<file path="config.mk">
export PLATFORM = sky130hd
export DESIGN_NAME = ahb_master_ctrl_flat
export DESIGN_NICKNAME = d
export VERILOG_FILES = /design/src/rtl/ahb_master_ctrl_if.sv /design/src/rtl/ahb_master_ctrl.sv /design/src/flat_wrapper.sv
export SDC_FILE = /design/constraint.sdc
export NUM_CORES = 1
export LEC_CHECK = 0
export BUFFER_PORTS_ARGS = -buffer_cell sky130_fd_sc_hd__buf_2
export CAP_MARGIN = 20
export CORE_ASPECT_RATIO = 0.5
export CORE_MARGIN = 3
export CORE_UTILIZATION = 49
export DETAILED_ROUTE_END_ITERATION = 10
export PLACE_DENSITY_LB_ADDON = 0.12
export SLEW_MARGIN = 20
export SYNTH_ARGS = -nofsm -noshare
export SYNTH_HDL_FRONTEND = slang
export SYNTH_SLANG_ARGS = --single-unit
</file>
<file path="constraint.sdc">
create_clock -name hclk -period 6.2 [get_ports hclk]
set_input_delay 0.62 -clock hclk [delete_from_list [all_inputs] [get_ports hclk]]
set_output_delay 0.62 -clock hclk [all_outputs]
set_load 0.01 [all_outputs]
</file>
<file path="src/rtl/ahb_master_ctrl_if.sv">
// Command, write/read-data and AHB-Lite bus signals of ahb_master_ctrl.
// The master modport is the controller's view; the slave modport is everything facing it.
interface ahb_master_ctrl_if;
  logic        cmd_valid;
  logic        cmd_ready;
  logic        cmd_write;
  logic [31:0] cmd_addr;
  logic [4:0]  cmd_len;
  logic        wr_valid;
  logic        wr_ready;
  logic [31:0] wr_data;
  logic        rd_valid;
  logic [31:0] rd_data;
  logic        done;
  logic        done_err;
  logic [1:0]  htrans;
  logic [31:0] haddr;
  logic        hwrite;
  logic [2:0]  hsize;
  logic [2:0]  hburst;
  logic [31:0] hwdata;
  logic        hready;
  logic [1:0]  hresp;
  logic [31:0] hrdata;

  modport master (
    input  cmd_valid, cmd_write, cmd_addr, cmd_len, wr_valid, wr_data, hready, hresp, hrdata,
    output cmd_ready, wr_ready, rd_valid, rd_data, done, done_err,
           htrans, haddr, hwrite, hsize, hburst, hwdata
  );

  modport slave (
    output cmd_valid, cmd_write, cmd_addr, cmd_len, wr_valid, wr_data, hready, hresp, hrdata,
    input  cmd_ready, wr_ready, rd_valid, rd_data, done, done_err,
           htrans, haddr, hwrite, hsize, hburst, hwdata
  );
endinterface

</file>
<file path="src/rtl/ahb_master_ctrl.sv">
// AHB-Lite burst master: one command -> up to MAX_LEN word beats, done pulse N+2 cycles after accept.
// Write beats wait on wr_valid (BUSY/IDLE inserted); reads have no backpressure; slave stalls via hready.
module ahb_master_ctrl #(
  parameter int MAX_LEN = 16
) (
  input logic               hclk,
  input logic               hreset,
  ahb_master_ctrl_if.master bus
);

  typedef enum logic [1:0] {
    S_IDLE = 2'd0,
    S_ADDR = 2'd1,
    S_DATA = 2'd2,
    S_ERR  = 2'd3
  } state_t;

  localparam logic [1:0] HT_IDLE   = 2'b00;
  localparam logic [1:0] HT_BUSY   = 2'b01;
  localparam logic [1:0] HT_NONSEQ = 2'b10;
  localparam logic [1:0] HT_SEQ    = 2'b11;
  localparam logic [1:0] RESP_OKAY = 2'b00;
  localparam logic [4:0] LEN_MAX   = 5'(MAX_LEN);

  state_t      r_state;
  state_t      w_state_nxt;
  logic        r_write;
  logic        r_incr;
  logic        r_first;
  logic        r_nonseq;
  logic        r_dp;
  logic        r_done;
  logic        r_done_err;
  logic [31:0] r_addr;
  logic [31:0] r_hwdata;
  logic [4:0]  r_remain;

  logic        w_resp_err;
  logic        w_dp_err;
  logic        w_beat_rdy;
  logic        w_cmd_rdy;
  logic        w_cmd_go;
  logic        w_addr_go;
  logic        w_dp_ok;
  logic [4:0]  w_len_eff;
  logic [31:0] w_addr_inc;
  logic [1:0]  w_htrans;
  logic        w_done_set;
  logic        w_err_set;

  assign w_resp_err = (bus.hresp != RESP_OKAY);
  assign w_dp_err   = r_dp && w_resp_err;
  assign w_beat_rdy = !r_write || bus.wr_valid;
  // The done cycle is excluded so a back-to-back command lands one cycle later.
  assign w_cmd_rdy  = (r_state == S_IDLE) && !r_done && !hreset;
  assign w_cmd_go   = bus.cmd_valid && w_cmd_rdy;
  assign w_len_eff  = (bus.cmd_len > LEN_MAX) ? LEN_MAX : bus.cmd_len;
  assign w_addr_go  = (r_state == S_ADDR) && w_beat_rdy && bus.hready && !w_dp_err;
  assign w_dp_ok    = r_dp && bus.hready && !w_resp_err &&
                      ((r_state == S_ADDR) || (r_state == S_DATA));
  assign w_addr_inc = r_addr + 32'd4;

  always_comb begin
    w_state_nxt = r_state;
    w_htrans    = HT_IDLE;
    w_done_set  = 1'b0;
    w_err_set   = 1'b0;
    case (r_state)
      S_IDLE: begin
        if (w_cmd_go) begin
          if (bus.cmd_len == 5'd0) begin
            w_done_set = 1'b1;
            w_err_set  = 1'b1;
          end else begin
            w_state_nxt = S_ADDR;
          end
        end
      end
      S_ADDR: begin
        // An ERROR response cancels the pending address phase in the same cycle.
        if (w_dp_err) begin
          if (bus.hready) begin
            w_done_set  = 1'b1;
            w_err_set   = 1'b1;
            w_state_nxt = S_IDLE;
          end else begin
            w_state_nxt = S_ERR;
          end
        end else begin
          if (!w_beat_rdy) w_htrans = r_first ? HT_IDLE : HT_BUSY;
          else             w_htrans = r_nonseq ? HT_NONSEQ : HT_SEQ;
          if (w_addr_go && (r_remain == 5'd1)) w_state_nxt = S_DATA;
        end
      end
      S_DATA: begin
        if (bus.hready) begin
          w_done_set  = 1'b1;
          w_err_set   = w_resp_err;
          w_state_nxt = S_IDLE;
        end else if (w_resp_err) begin
          w_state_nxt = S_ERR;
        end
      end
      S_ERR: begin
        if (bus.hready) begin
          w_done_set  = 1'b1;
          w_err_set   = 1'b1;
          w_state_nxt = S_IDLE;
        end
      end
      default: w_state_nxt = S_IDLE;
    endcase
  end

  always_ff @(posedge hclk or posedge hreset) begin
    if (hreset) begin
      r_state    <= S_IDLE;
      r_write    <= 1'b0;
      r_incr     <= 1'b0;
      r_first    <= 1'b0;
      r_nonseq   <= 1'b0;
      r_dp       <= 1'b0;
      r_done     <= 1'b0;
      r_done_err <= 1'b0;
      r_addr     <= 32'd0;
      r_hwdata   <= 32'd0;
      r_remain   <= 5'd0;
    end else begin
      r_state    <= w_state_nxt;
      r_done     <= w_done_set;
      r_done_err <= w_err_set;
      if (w_cmd_go) begin
        r_write  <= bus.cmd_write;
        r_addr   <= bus.cmd_addr & 32'hFFFF_FFFC;
        r_remain <= w_len_eff;
        r_incr   <= (w_len_eff > 5'd1);
        r_first  <= 1'b1;
        r_nonseq <= 1'b1;
        r_dp     <= 1'b0;
      end else if (w_addr_go) begin
        r_addr   <= w_addr_inc;
        r_remain <= r_remain - 5'd1;
        r_first  <= 1'b0;
        // Crossing a 1 KB boundary restarts the burst with NONSEQ.
        r_nonseq <= (w_addr_inc[9:0] == 10'd0);
        r_dp     <= 1'b1;
        if (r_write) r_hwdata <= bus.wr_data;
      end else if (w_dp_ok || (w_state_nxt == S_IDLE)) begin
        r_dp     <= 1'b0;
      end
    end
  end

  assign bus.cmd_ready = w_cmd_rdy;
  assign bus.wr_ready  = w_addr_go && r_write;
  assign bus.rd_valid  = w_dp_ok && !r_write;
  assign bus.rd_data   = bus.hrdata;
  assign bus.done      = r_done;
  assign bus.done_err  = r_done_err;
  assign bus.htrans    = w_htrans;
  assign bus.haddr     = r_addr;
  assign bus.hwrite    = r_write;
  assign bus.hsize     = 3'b010;
  assign bus.hburst    = {2'b00, r_incr};
  assign bus.hwdata    = r_hwdata;

endmodule

</file>
<file path="src/flat_wrapper.sv">
// flat-port wrapper written by rule: the top's interface ports become plain ports
module ahb_master_ctrl_flat 
#(
  parameter int MAX_LEN = 16
)
  (hclk, hreset, bus_cmd_valid, bus_cmd_write, bus_cmd_addr, bus_cmd_len, bus_wr_valid, bus_wr_data, bus_hready, bus_hresp, bus_hrdata, bus_cmd_ready, bus_wr_ready, bus_rd_valid, bus_rd_data, bus_done, bus_done_err, bus_htrans, bus_haddr, bus_hwrite, bus_hsize, bus_hburst, bus_hwdata);
  ahb_master_ctrl_if bus_i ();
  input logic hclk;
  input logic hreset;
  input wire logic [$bits(bus_i.cmd_valid)-1:0] bus_cmd_valid;
  input wire logic [$bits(bus_i.cmd_write)-1:0] bus_cmd_write;
  input wire logic [$bits(bus_i.cmd_addr)-1:0] bus_cmd_addr;
  input wire logic [$bits(bus_i.cmd_len)-1:0] bus_cmd_len;
  input wire logic [$bits(bus_i.wr_valid)-1:0] bus_wr_valid;
  input wire logic [$bits(bus_i.wr_data)-1:0] bus_wr_data;
  input wire logic [$bits(bus_i.hready)-1:0] bus_hready;
  input wire logic [$bits(bus_i.hresp)-1:0] bus_hresp;
  input wire logic [$bits(bus_i.hrdata)-1:0] bus_hrdata;
  output wire logic [$bits(bus_i.cmd_ready)-1:0] bus_cmd_ready;
  output wire logic [$bits(bus_i.wr_ready)-1:0] bus_wr_ready;
  output wire logic [$bits(bus_i.rd_valid)-1:0] bus_rd_valid;
  output wire logic [$bits(bus_i.rd_data)-1:0] bus_rd_data;
  output wire logic [$bits(bus_i.done)-1:0] bus_done;
  output wire logic [$bits(bus_i.done_err)-1:0] bus_done_err;
  output wire logic [$bits(bus_i.htrans)-1:0] bus_htrans;
  output wire logic [$bits(bus_i.haddr)-1:0] bus_haddr;
  output wire logic [$bits(bus_i.hwrite)-1:0] bus_hwrite;
  output wire logic [$bits(bus_i.hsize)-1:0] bus_hsize;
  output wire logic [$bits(bus_i.hburst)-1:0] bus_hburst;
  output wire logic [$bits(bus_i.hwdata)-1:0] bus_hwdata;
  assign bus_i.cmd_valid = bus_cmd_valid;
  assign bus_i.cmd_write = bus_cmd_write;
  assign bus_i.cmd_addr = bus_cmd_addr;
  assign bus_i.cmd_len = bus_cmd_len;
  assign bus_i.wr_valid = bus_wr_valid;
  assign bus_i.wr_data = bus_wr_data;
  assign bus_i.hready = bus_hready;
  assign bus_i.hresp = bus_hresp;
  assign bus_i.hrdata = bus_hrdata;
  assign bus_cmd_ready = bus_i.cmd_ready;
  assign bus_wr_ready = bus_i.wr_ready;
  assign bus_rd_valid = bus_i.rd_valid;
  assign bus_rd_data = bus_i.rd_data;
  assign bus_done = bus_i.done;
  assign bus_done_err = bus_i.done_err;
  assign bus_htrans = bus_i.htrans;
  assign bus_haddr = bus_i.haddr;
  assign bus_hwrite = bus_i.hwrite;
  assign bus_hsize = bus_i.hsize;
  assign bus_hburst = bus_i.hburst;
  assign bus_hwdata = bus_i.hwdata;
  ahb_master_ctrl #(.MAX_LEN(MAX_LEN)) u_core (.hclk(hclk), .hreset(hreset), .bus(bus_i));
endmodule
</file>
==> results of run 1 <==
==> layer usage <==
layer / vias to the layer above / routed length [µm] / track usage
met5: - / 0 / 0
met4: 0 / 194 / 0.0715
met3: 30 / 823 / 0.0632
met2: 115 / 4710 / 0.348
met1: 1491 / 4080 / 0.250
li1: 1596 / - / -
==> state kept, by name, indices dropped and copies added (netlist names), 2 cells and up <==
name,flops
u_core.r_remain,5
u_core.bus.haddr,30
u_core.bus.hwdata,32
u_core.r_state,2
==> critical path, stage by stage (launching register included) <==
cell and delay [ns]:
dfrtp_1 0.44, inv_1 0.15, ha_1 0.27, nand2_1 0.11, or3_1 0.65, nor2_4 0.81, mux2_2 0.42
==> cell families (layout without fill, tap and decap cells) <==
kind of cell,count (synthesis),count (layout),synth area share
and+or+nand+nor,150,150,0.189
other,2,7,0.00181
muxes,33,33,0.0890
DFF,76,76,0.457
xor gates and xnor gates,33,33,0.0695
AOI/OAI and AO/OA,53,53,0.0719
adders and majority gates,8,8,0.0241
buffers and inverters,63,169,0.0980
==> power by group through the flow <==
| stage | clock network [W] | logic [W] | registers, W |
|---|---|---|---|
| global route | 0.000550 | 0.000953 | 0.000986 |
| finish | 0.000514 | 0.000854 | 0.000944 |
| floorplan | 0 | 0.000487 | 0.00101 |
| detailed placement | 0 | 0.000866 | 0.000949 |
| global placement | 0 | 0.000849 | 0.000944 |
| CTS | 0.000527 | 0.000868 | 0.000944 |
==> metrics by stage <==
stage                     hold slack (ns)  cell area, µm²
after floorplan                     0.442            4180
after global placement              0.459            4690
after detailed placement            0.461            4690
after CTS                           0.352            4980
after global routing                0.380            4980
final                               0.336            4980
==> layout by cell type (no fill, tap or decap), drive strengths merged, types with 2 or more instances in the layout <==
master / instances
buf: 148
nand2: 63
and4: 5
xor2: 17
mux2: 32
nand4: 12
nor4b: 2
xnor2: 16
dfrtp: 76
nand3b: 4
inv: 5
clkbuf: 10
nor3: 11
conb: 7
nand3: 8
ha: 8
nand2b: 2
nor2: 21
and3: 4
a21oi: 7
nor2b: 3
clkinv: 4
or3: 2
and2: 4
nor3b: 2
o21ai: 38
nor4: 6
==> path summary, 6_finish.rpt <==
check | cells after the start | slack, ns | start | to
hold / removal | 2 | 0.34 | hreset | u_core.bus.hwrite$_DFFE_PP0P_
setup reg to reg | 6 | 3.21 | u_core.r_state[1]$_DFF_PP0_ | u_core.bus.hwdata[0]$_DFFE_PP0P_
setup / recovery | 6 | 3.21 | u_core.r_state[1]$_DFF_PP0_ | u_core.bus.hwdata[0]$_DFFE_PP0P_
min in group hclk | 2 | 0.48 | u_core.r_first$_DFFE_PP0P_ | u_core.r_first$_DFFE_PP0P_
hold reg to reg | 2 | 0.48 | u_core.r_first$_DFFE_PP0P_ | u_core.r_first$_DFFE_PP0P_
max in group asynchronous | 3 | 4.90 | hreset | u_core.bus.haddr[28]$_DFFE_PP0P_
==> area by class of cell <==
cell class                      instances  share of cell area
Clock buffer                           10              0.0480
Tap cell                              112              0.0281
Multi-Input combinational cell        284               0.377
Clock inverter                          5              0.0105
Inverter                                6             0.00477
Timing Repair Buffer                  148               0.150
Sequential cell                        76               0.382
==> summary.txt, run 1 <==
Finish
  – Final net count: 642
  – Post-layout util: 0.614
  – P&R area growth vs syn: 19.8%
  – Filler cell count: 737
  – Post-route insts no fill: ~640
  – Ant diodes: 0
  – Register Area: around 0.0019 mm²
  – Multi-input gate area: 0.00188 mm²
  – Share of cells above drive strength 1: 0.393

Clock tree
  – Number of gates resized after CTS: 0
  – TritonCTS Buffers: 9
  – Clock buffer depth: 2
  – CTS tree: yes
  – Worst-path clk slew: ~0.06 ns
  – Post-CTS setup buffer count: 0
  – Num Clock Sinks: 76
  – CTS H-tree lvls: 3
  – Hold-fix buffers at CTS: 0
  – Worst-Skew Late Latency: 0.33 ns
  – CTS Root Cell: clkbuf_16

Logic synthesis
  – Yosys reg bits: 76
  – Synth warn: 0
  – Top-count cell post-synth: dfrtp_1
  – Mapped Area: 0.00416 mm²
  – Leading area contributor after synthesis: dfrtp_1
  – Post-Syn Instances: 418
  – Yosys top cell area share: 0.457
  – Post-synth top flop: dfrtp_1
  – Area contributors post-synth: dfrtp_1 46%, mux2_2 8.7%, buf_4 7.2%, nand2_1 5.7%, xor2_1 3.6%
  – Async SR Flop Fraction: 1.00
  – Post-synth EDFFs: 0
  – Synth cell types: between 40 and 50
  – Seq/Total Area, Yosys: 0.457
  – Synth Area per Inst: 9.95 µm²
  – Synth cell count leaders: 76 x dfrtp_1, 63 x nand2_1, 40 x buf_4

Placed design
  – Buffers on Ports: approximately 150
  – Placed cells: 626
  – Dpl ws: around 3.1 ns
  – DP Wirelength: 7380 µm
  – GPL Wtd Cong: 0.789

Power
  – Comb pwr share: 0.369
  – Reg power frac: 0.408
  – P per Cell Area: 464 mW/mm²
  – NetSw: 0.000853 W
  – Clock power share: 0.222
  – Leak: 2.34 nW
  – Internal: 0.00146 W
  – Max IR drop VDD: 0.212 mV
  – Post-layout power: 0.00231 W
  – Sw Share: 0.369

Timing
  – Setup TNS: 0 ns
  – Fin crit share: 0.482
  – Min Tclk post-route: about 3 ns
  – RSZ-0062 raised after global routing: false
  – Slew Limit Fails: 0
  – Fmax: 335 MHz
  – Final setup viols: 0
  – Final-report hold violation count: 0
  – Slew Limit Headroom: 0.411
  – PnR worst setup slack: approximately 3.2 ns
  – Slew @ Worst Pin: approximately 0.88 ns
  – Clock Skews: between 0.004 and 0.005 ns

Floorplanning
  – Core area: 0.00812 mm²
  – Die X: 136 µm
  – Top Ports: approximately 220
  – Die Y-Extent: 71.2 µm
  – Site Rows: 23
  – Die ar.: 0.00970 mm²
  – Starting density of the core: 0.513

Global route
  – Initial antenna violation count: 0
  – Total GRT Usage: 0.205
  – Largest net degree at the start of global routing: 69
  – Vias in the first global route: 3129
  – Grt ovf: 0
  – First-pass GRT wire length: 15500 µm

Setup path
  – Worst path arrival time: 3.20 ns
  – Crit-path max FO: 32
  – WS Path Type: register to register
  – Startpoint Class: register
  – Critical path required time: between 6 and 7 ns
  – Setup crit end kind: register

Run
  – Total of max-cap violations: 0

Min path
  – Hold WC Path Type: primary input to async pin

Routing
  – Vias: 3232
  – Pre-antenna DRT Iters: 5
  – Post-route ant nets: 0
  – Per-cell routed wire length: 15.3 µm
  – Routed WL: 9810 µm
  – Initial DRC Count: 114
  – Remaining DRCs: 0
  – Routed vias/inst: 5.04

Outcome
  – Outcome: completed
Note: power is estimated with default switching activity, not from simulation.
==> run 2, diff against run 1 <==
CORE_UTILIZATION = 46   (was 49)
clock period = 2.8 ns   (was 6.2 ns; I/O delays follow)
==> summary.txt, run 2 (synthesis gave the netlist of run 1 again) <==
Placed design
  – DP Wirelength: 7690 µm (+4.2%)
  – GPL Wtd Cong: 0.857 (+8.6%)
  – Buffers on Ports: 145 (unchanged)

Routing
  – Routed WL: 10500 µm (+7.0%)
  – Post-route ant nets: 0 (unchanged)
  – Pre-antenna DRT Iters: 4 (-1)
  – Routed vias/inst: 5.12 (+1.5%)
  – Per-cell routed wire length: 16.2 µm (+6.0%)
  – Vias: 3311 (+2.4%)
  – Remaining DRCs: 0 (unchanged)
  – Initial DRC Count: 119 (+4.4%)

Finish
  – Max reg flops: 32 (unchanged)
  – Commonest non-fill, non-tap cell in the layout: buf_2
  – Post-layout util: 0.602 (-0.0115)
  – Share of cells above drive strength 1: 0.396 (+0.00307)
  – Ant diodes: 0 (unchanged)
  – Final net count: 647 (+0.78%)
  – P&R area growth vs syn: 21.3%
  – Commonest non-fill, non-tap cells in the layout: 145 x buf_2, 76 x dfrtp_1, 63 x nand2_1

Clock tree
  – Number of gates resized after CTS: 0 (unchanged)
  – Num Clock Sinks: 76 (unchanged)
  – CTS H-tree lvls: 3 (unchanged)
  – CTS tree: yes
  – Post-CTS setup buffer count: 0 (unchanged)
  – TritonCTS Buffers: 9 (unchanged)
  – Worst-path clk slew: 0.06 ns (about the same)
  – Clock buffer depth: 2 (unchanged)
  – CTS Root Cell: clkbuf_16
  – Worst-Skew Late Latency: 0.34 ns (about the same)

Timing
  – Slew @ Worst Pin: 0.580 ns (-0.302 ns)
  – Fin crit share: 0.871 (+0.389)
  – Slew Limit Headroom: 0.603 (+0.192)
  – RSZ-0062 raised after global routing: false
  – Slew Limit Fails: 0 (unchanged)
  – Min Tclk post-route: 2.44 ns (-0.551 ns)
  – Final-report hold violation count: 0 (unchanged)
  – Final setup viols: 0 (unchanged)
  – Clock Skews: 0.0103 ns (+0.00555 ns)
  – Fmax: 410 MHz (+23%)
  – Setup TNS: 0 ns (unchanged)

Power
  – Leak: 2.36 nW (+0.67%)
  – P per Cell Area: 1020 mW/mm² (+120%)
  – Max IR drop VDD: 0.505 mV (+140%)

Setup path
  – CP top delay family: simple AND/OR/NAND/NOR gates
  – WS Path Type: register to register
  – Critical path required time: 3.02 ns (-3.39 ns)
  – Slowest cell on crit path: or3_1
  – Setup crit end kind: register
  – WP depth: 8 (+2)
  – Worst path arrival time: 2.65 ns (-0.55 ns)
  – Crit-path max FO: 6 (-81%)
  – Largest stage delay, worst path: 0.51 ns (-0.30 ns)
  – Crit-path cells: inv_1 > ha_1 > nand2_1 > or3_1 > nor4_4 > nand4_1 > xor2_1 > o21ai_1
  – Worst r2r path cells: 8 (+2)
  – CP bufs+invs: 1 (unchanged)
  – Startpoint Class: register

Global route
  – Total GRT Usage: 0.210 (+0.00508)
  – Vias in the first global route: 3323 (+6.2%)
  – First-pass GRT wire length: 16900 µm (+8.6%)
  – Largest net degree at the start of global routing: 69 (unchanged)
  – Grt ovf: 0 (unchanged)
  – Initial antenna violation count: 2 (+2)

Run
  – Total of max-cap violations: 0 (unchanged)

Floorplanning
  – Site Rows: 23 (unchanged)
  – Top Ports: 219 (unchanged)
  – Core area: 0.00837 mm² (+3.2%)
  – Starting density of the core: 0.497 (-0.0159)
  – Die Y-Extent: 73.2 µm (+2.9%)
  – Die X: 140 µm (+3.1%)
  – Die ar.: 0.0103 mm² (+6.1%)

Min path
  – Hold WC Path Type: primary input to register
  – Hold path depth: 3

Outcome
  – Outcome: completed
run 2: power breakdown:
group / internal, W / switching, W
combinational: 0.000948 / 0.00102
sequential: 0.00161 / 0.000477
clock: 0.000608 / 0.000483
run 2: path summary, 6_finish.rpt:
check | slack [ns] | start | to
min in group asynchronous | 0.51 | hreset | u_core.bus.haddr[8]$_DFFE_PP0P_
max in group asynchronous | 1.65 | hreset | u_core.bus.haddr[25]$_DFFE_PP0P_
max reg2reg | 0.36 | u_core.r_state[1]$_DFF_PP0_ | u_core.bus.haddr[25]$_DFFE_PP0P_
min | 0.15 | bus_cmd_addr[28] | u_core.bus.haddr[28]$_DFFE_PP0P_
min reg2reg | 0.47 | u_core.r_first$_DFFE_PP0P_ | u_core.r_first$_DFFE_PP0P_
max | 0.36 | u_core.r_state[1]$_DFF_PP0_ | u_core.bus.haddr[25]$_DFFE_PP0P_
run 2: what timing repair did:
item,4_1_cts,5_1_grt
endpoints found under the hold margin,26,0
hold buffers,1,0
setup endpoints to repair,0,0
run 2: metal layers:
layer	track usage	vias to the layer above	wire length, µm
met4	0.101	4	338
li1	-	1607	-
met5	0	-	27
met1	0.245	1556	4200
met3	0.0772	47	780
met2	0.349	97	5150
run 2: through the flow:
step           worst slack, ns  cell area [µm²]  power (W)  cells  hold WS (ns)
2_1_floorplan            0.582             4180    0.00331    423         0.393
3_3_place_gp             0.364             4760    0.00405    630         0.332
3_5_place_dp             0.362             4760    0.00409    630         0.326
4_1_cts                  0.352             5040    0.00522    647         0.129
5_1_grt                  0.141             5040    0.00553    647         0.149
6_report                 0.362             5040    0.00515    647         0.146
run 2: layout make-up:
cell class                 instances  area (µm²)
clock buffer                      10         229
clock inverter                     6        48.8
inverter                           6        23.8
sequential                        76        1900
timing repair buffer             153         826
tap                              112         140
multi-input combinational        284        1880
fill                             734        3330
run 2: worst min-delay path: stages:
cell and delay, ns:
buf_2 0.07, nand2_1 0.05, o21ai_2 0.05
==> run 3, diff against run 2 <==
GPL_TIMING_DRIVEN = 0   (was not set)
REMOVE_ABC_BUFFERS = 1   (was not set)
==> summary.txt, run 3 (synthesis gave the netlist of run 1 again) <==
Timing
  – Slew Limit Headroom: 0.444 (-0.159)
  – Min Tclk post-route: 2.60 ns (+0.165 ns)
  – Fmax: 384 MHz (-6.3%)
  – Fin crit share: 0.930 (+0.0588)
  – Slew @ Worst Pin: 0.830 ns (+0.249 ns)
  – Final setup viols: 0 (unchanged)
  – Slew Limit Fails: 0 (unchanged)
  – RSZ-0062 raised after global routing: false
  – Final-report hold violation count: 0 (unchanged)
  – Clock Skews: 0.00526 ns (-0.00500 ns)
  – PnR worst setup slack: 0.197 ns (-0.165 ns)

Setup path
  – Reg2reg end: u_core.bus.haddr[21]$_DFFE_PP0P_
  – WS Path Type: register to register
  – Worst r2r src: u_core.r_state[1]$_DFF_PP0_
  – Startpoint Class: register
  – Crit-path max FO: 15 (+9)
  – Setup crit end kind: register
  – Critical path required time: 2.99 ns (-0.03 ns)
  – Worst r2r path cells: 8 (unchanged)
  – R2r setup slk: 0.20 ns (-0.16 ns)
  – Worst path arrival time: 2.79 ns (+0.14 ns)

Global route
  – Initial antenna violation count: 0 (-2)
  – First-pass GRT wire length: 16300 µm (-3.1%)
  – Vias in the first global route: 3042 (-8.5%)
  – Largest net degree at the start of global routing: 45 (-35%)
  – Grt ovf: 0 (unchanged)
  – Total GRT Usage: 0.206 (-0.00359)

Floorplanning
  – Top Ports: 219 (unchanged)
  – Die X: 140 µm (unchanged)
  – Site Rows: 23 (unchanged)
  – Die ar.: 0.0103 mm² (unchanged)
  – Core area: 0.00837 mm² (unchanged)
  – Starting density of the core: 0.497 (unchanged)
  – Die Y-Extent: 73.2 µm (unchanged)

Finish
  – Final net count: 645 (-0.31%)
  – Max reg flops: 32 (unchanged)
  – Post-layout util: 0.605 (+0.00239)
  – Share of cells above drive strength 1: 0.400 (+0.00411)
  – Ant diodes: 0 (unchanged)
  – Filler cell count: 747 (+1.8%)
  – Commonest non-fill, non-tap cell in the layout: buf_2
  – P&R area growth vs syn: 21.7%
  – Commonest non-fill, non-tap cells in the layout: 145 x buf_2, 76 x dfrtp_1, 63 x nand2_1

Min path
  – Hold path depth: 3 (unchanged)
  – Min-Delay Startpoint: bus_cmd_addr[28]
  – Hold Crit Endpoint: u_core.bus.haddr[28]$_DFFE_PP0P_
  – Hold WC Path Type: primary input to register

Routing
  – Post-route ant nets: 0 (unchanged)
  – Pre-antenna DRT Iters: 4 (unchanged)
  – Remaining DRCs: 0 (unchanged)
  – Vias: 3299 (-0.36%)
  – Routed WL: 10500 µm (+0.50%)
  – Per-cell routed wire length: 16.4 µm (+0.96%)
  – Initial DRC Count: 155 (+30%)
  – Routed vias/inst: 5.12 (+0.10%)

Run
  – Total of max-cap violations: 0 (unchanged)

Clock tree
  – TritonCTS Buffers: 9 (unchanged)
  – Num Clock Sinks: 76 (unchanged)
  – Clock buffer depth: 2 (unchanged)
  – CTS H-tree lvls: 3 (unchanged)
  – CTS tree: yes
  – Worst-path clk slew: 0.06 ns (about the same)
  – CTS Root Cell: clkbuf_16
  – Worst-Skew Late Latency: 0.33 ns (about the same)

Placed design
  – Buffers on Ports: 145 (unchanged)
  – Dpl ws: 0.00996 ns (-0.352 ns)
  – DP Wirelength: 7820 µm (+1.7%)
  – GPL Wtd Cong: 0.827 (-3.5%)

Outcome
  – Outcome: completed

Power
  – Leak: 2.36 nW (+0.27%)
  – P per Cell Area: 1020 mW/mm² (about the same)
  – Max IR drop VDD: 0.471 mV (-6.7%)
  – Post-layout power: 0.00517 W (+0.40%)
-- run 3: cell count changes in the layout (fill, tap and decap cells not counted), sizes merged --
cell / delta
inv: -1
buf: -2
clkbuf: -1
bufinv: +1
-- run 3: final cells by class --
class                   instances  area (µm²)  area share
flip-flops and latches         76        1900       0.375
clock buffers                   9         225      0.0445
well taps                     112         140      0.0277
inverters                       6        25.0     0.00494
multi-input cells             284        1890       0.373
clock inverters                 6        66.3      0.0131
repair buffers                151         818       0.162
-- run 3: stage by stage --
| stage | area [µm²] | setup TNS, ns | hold WS, ns | cells |
|---|---|---|---|---|
| after detailed placement | 4740 | 0 | 0.348 | 626 |
| final | 5060 | 0 | 0.146 | 644 |
| after floorplan | 3790 | -0.926 | 0.394 | 366 |
| after global routing | 5060 | 0 | 0.148 | 644 |
| after global placement | 4660 | -69.76 | 0.464 | 623 |
| after CTS | 5040 | 0 | 0.137 | 642 |
-- run 3: routing by layer --
metal | part of all wire | GRT usage | up-vias
met3 | 0.11 | 0.108 | 12
met1 | 0.47 | 0.281 | 1546
li1 | - | - | 1606
met5 | 0 | 0.0191 | -
met2 | 0.41 | 0.290 | 135
met4 | 0.011 | 0.0462 | 0
-- run 3: worst max-delay path by stage --
stage	to	from	slack (ns)
after global placement	u_core.bus.hwdata[11]$_DFFE_PP0P_	u_core.r_state[1]$_DFF_PP0_	-0.69
after global routing	u_core.bus.haddr[24]$_DFFE_PP0P_	u_core.r_state[1]$_DFF_PP0_	0.0004
after floorplan	u_core.bus.hwdata[0]$_DFFE_PP0P_	u_core.r_state[1]$_DFF_PP0_	-0.03
after CTS	u_core.bus.hwdata[6]$_DFFE_PP0P_	u_core.r_state[1]$_DFF_PP0_	0.006
final	u_core.bus.haddr[21]$_DFFE_PP0P_	u_core.r_state[1]$_DFF_PP0_	0.20
after detailed placement	u_core.bus.hwdata[6]$_DFFE_PP0P_	u_core.r_state[1]$_DFF_PP0_	0.01
-- run 3: what timing repair did --
item	4_1_cts	5_1_grt
hold buffers	1	0
buffers inserted	0	2
resized for setup	0	2
setup endpoints to repair	0	29
hold endpoints to repair	33	0
-- run 3: critical path: stages (launching register included) --
cell and delay, ns:
dfrtp_1 0.43, inv_1 0.14, ha_1 0.26, nand2_1 0.13, or3_2 0.65, nor3_2 0.39, and4_1 0.26, xnor2_1 0.12
a21oi_1 0.09
-- run 3: where the power goes --
part	switching, W	internal, W
registers	0.000465	0.00161
clock network	0.000459	0.000685
logic	0.00101	0.000941
total	0.00193	0.00324
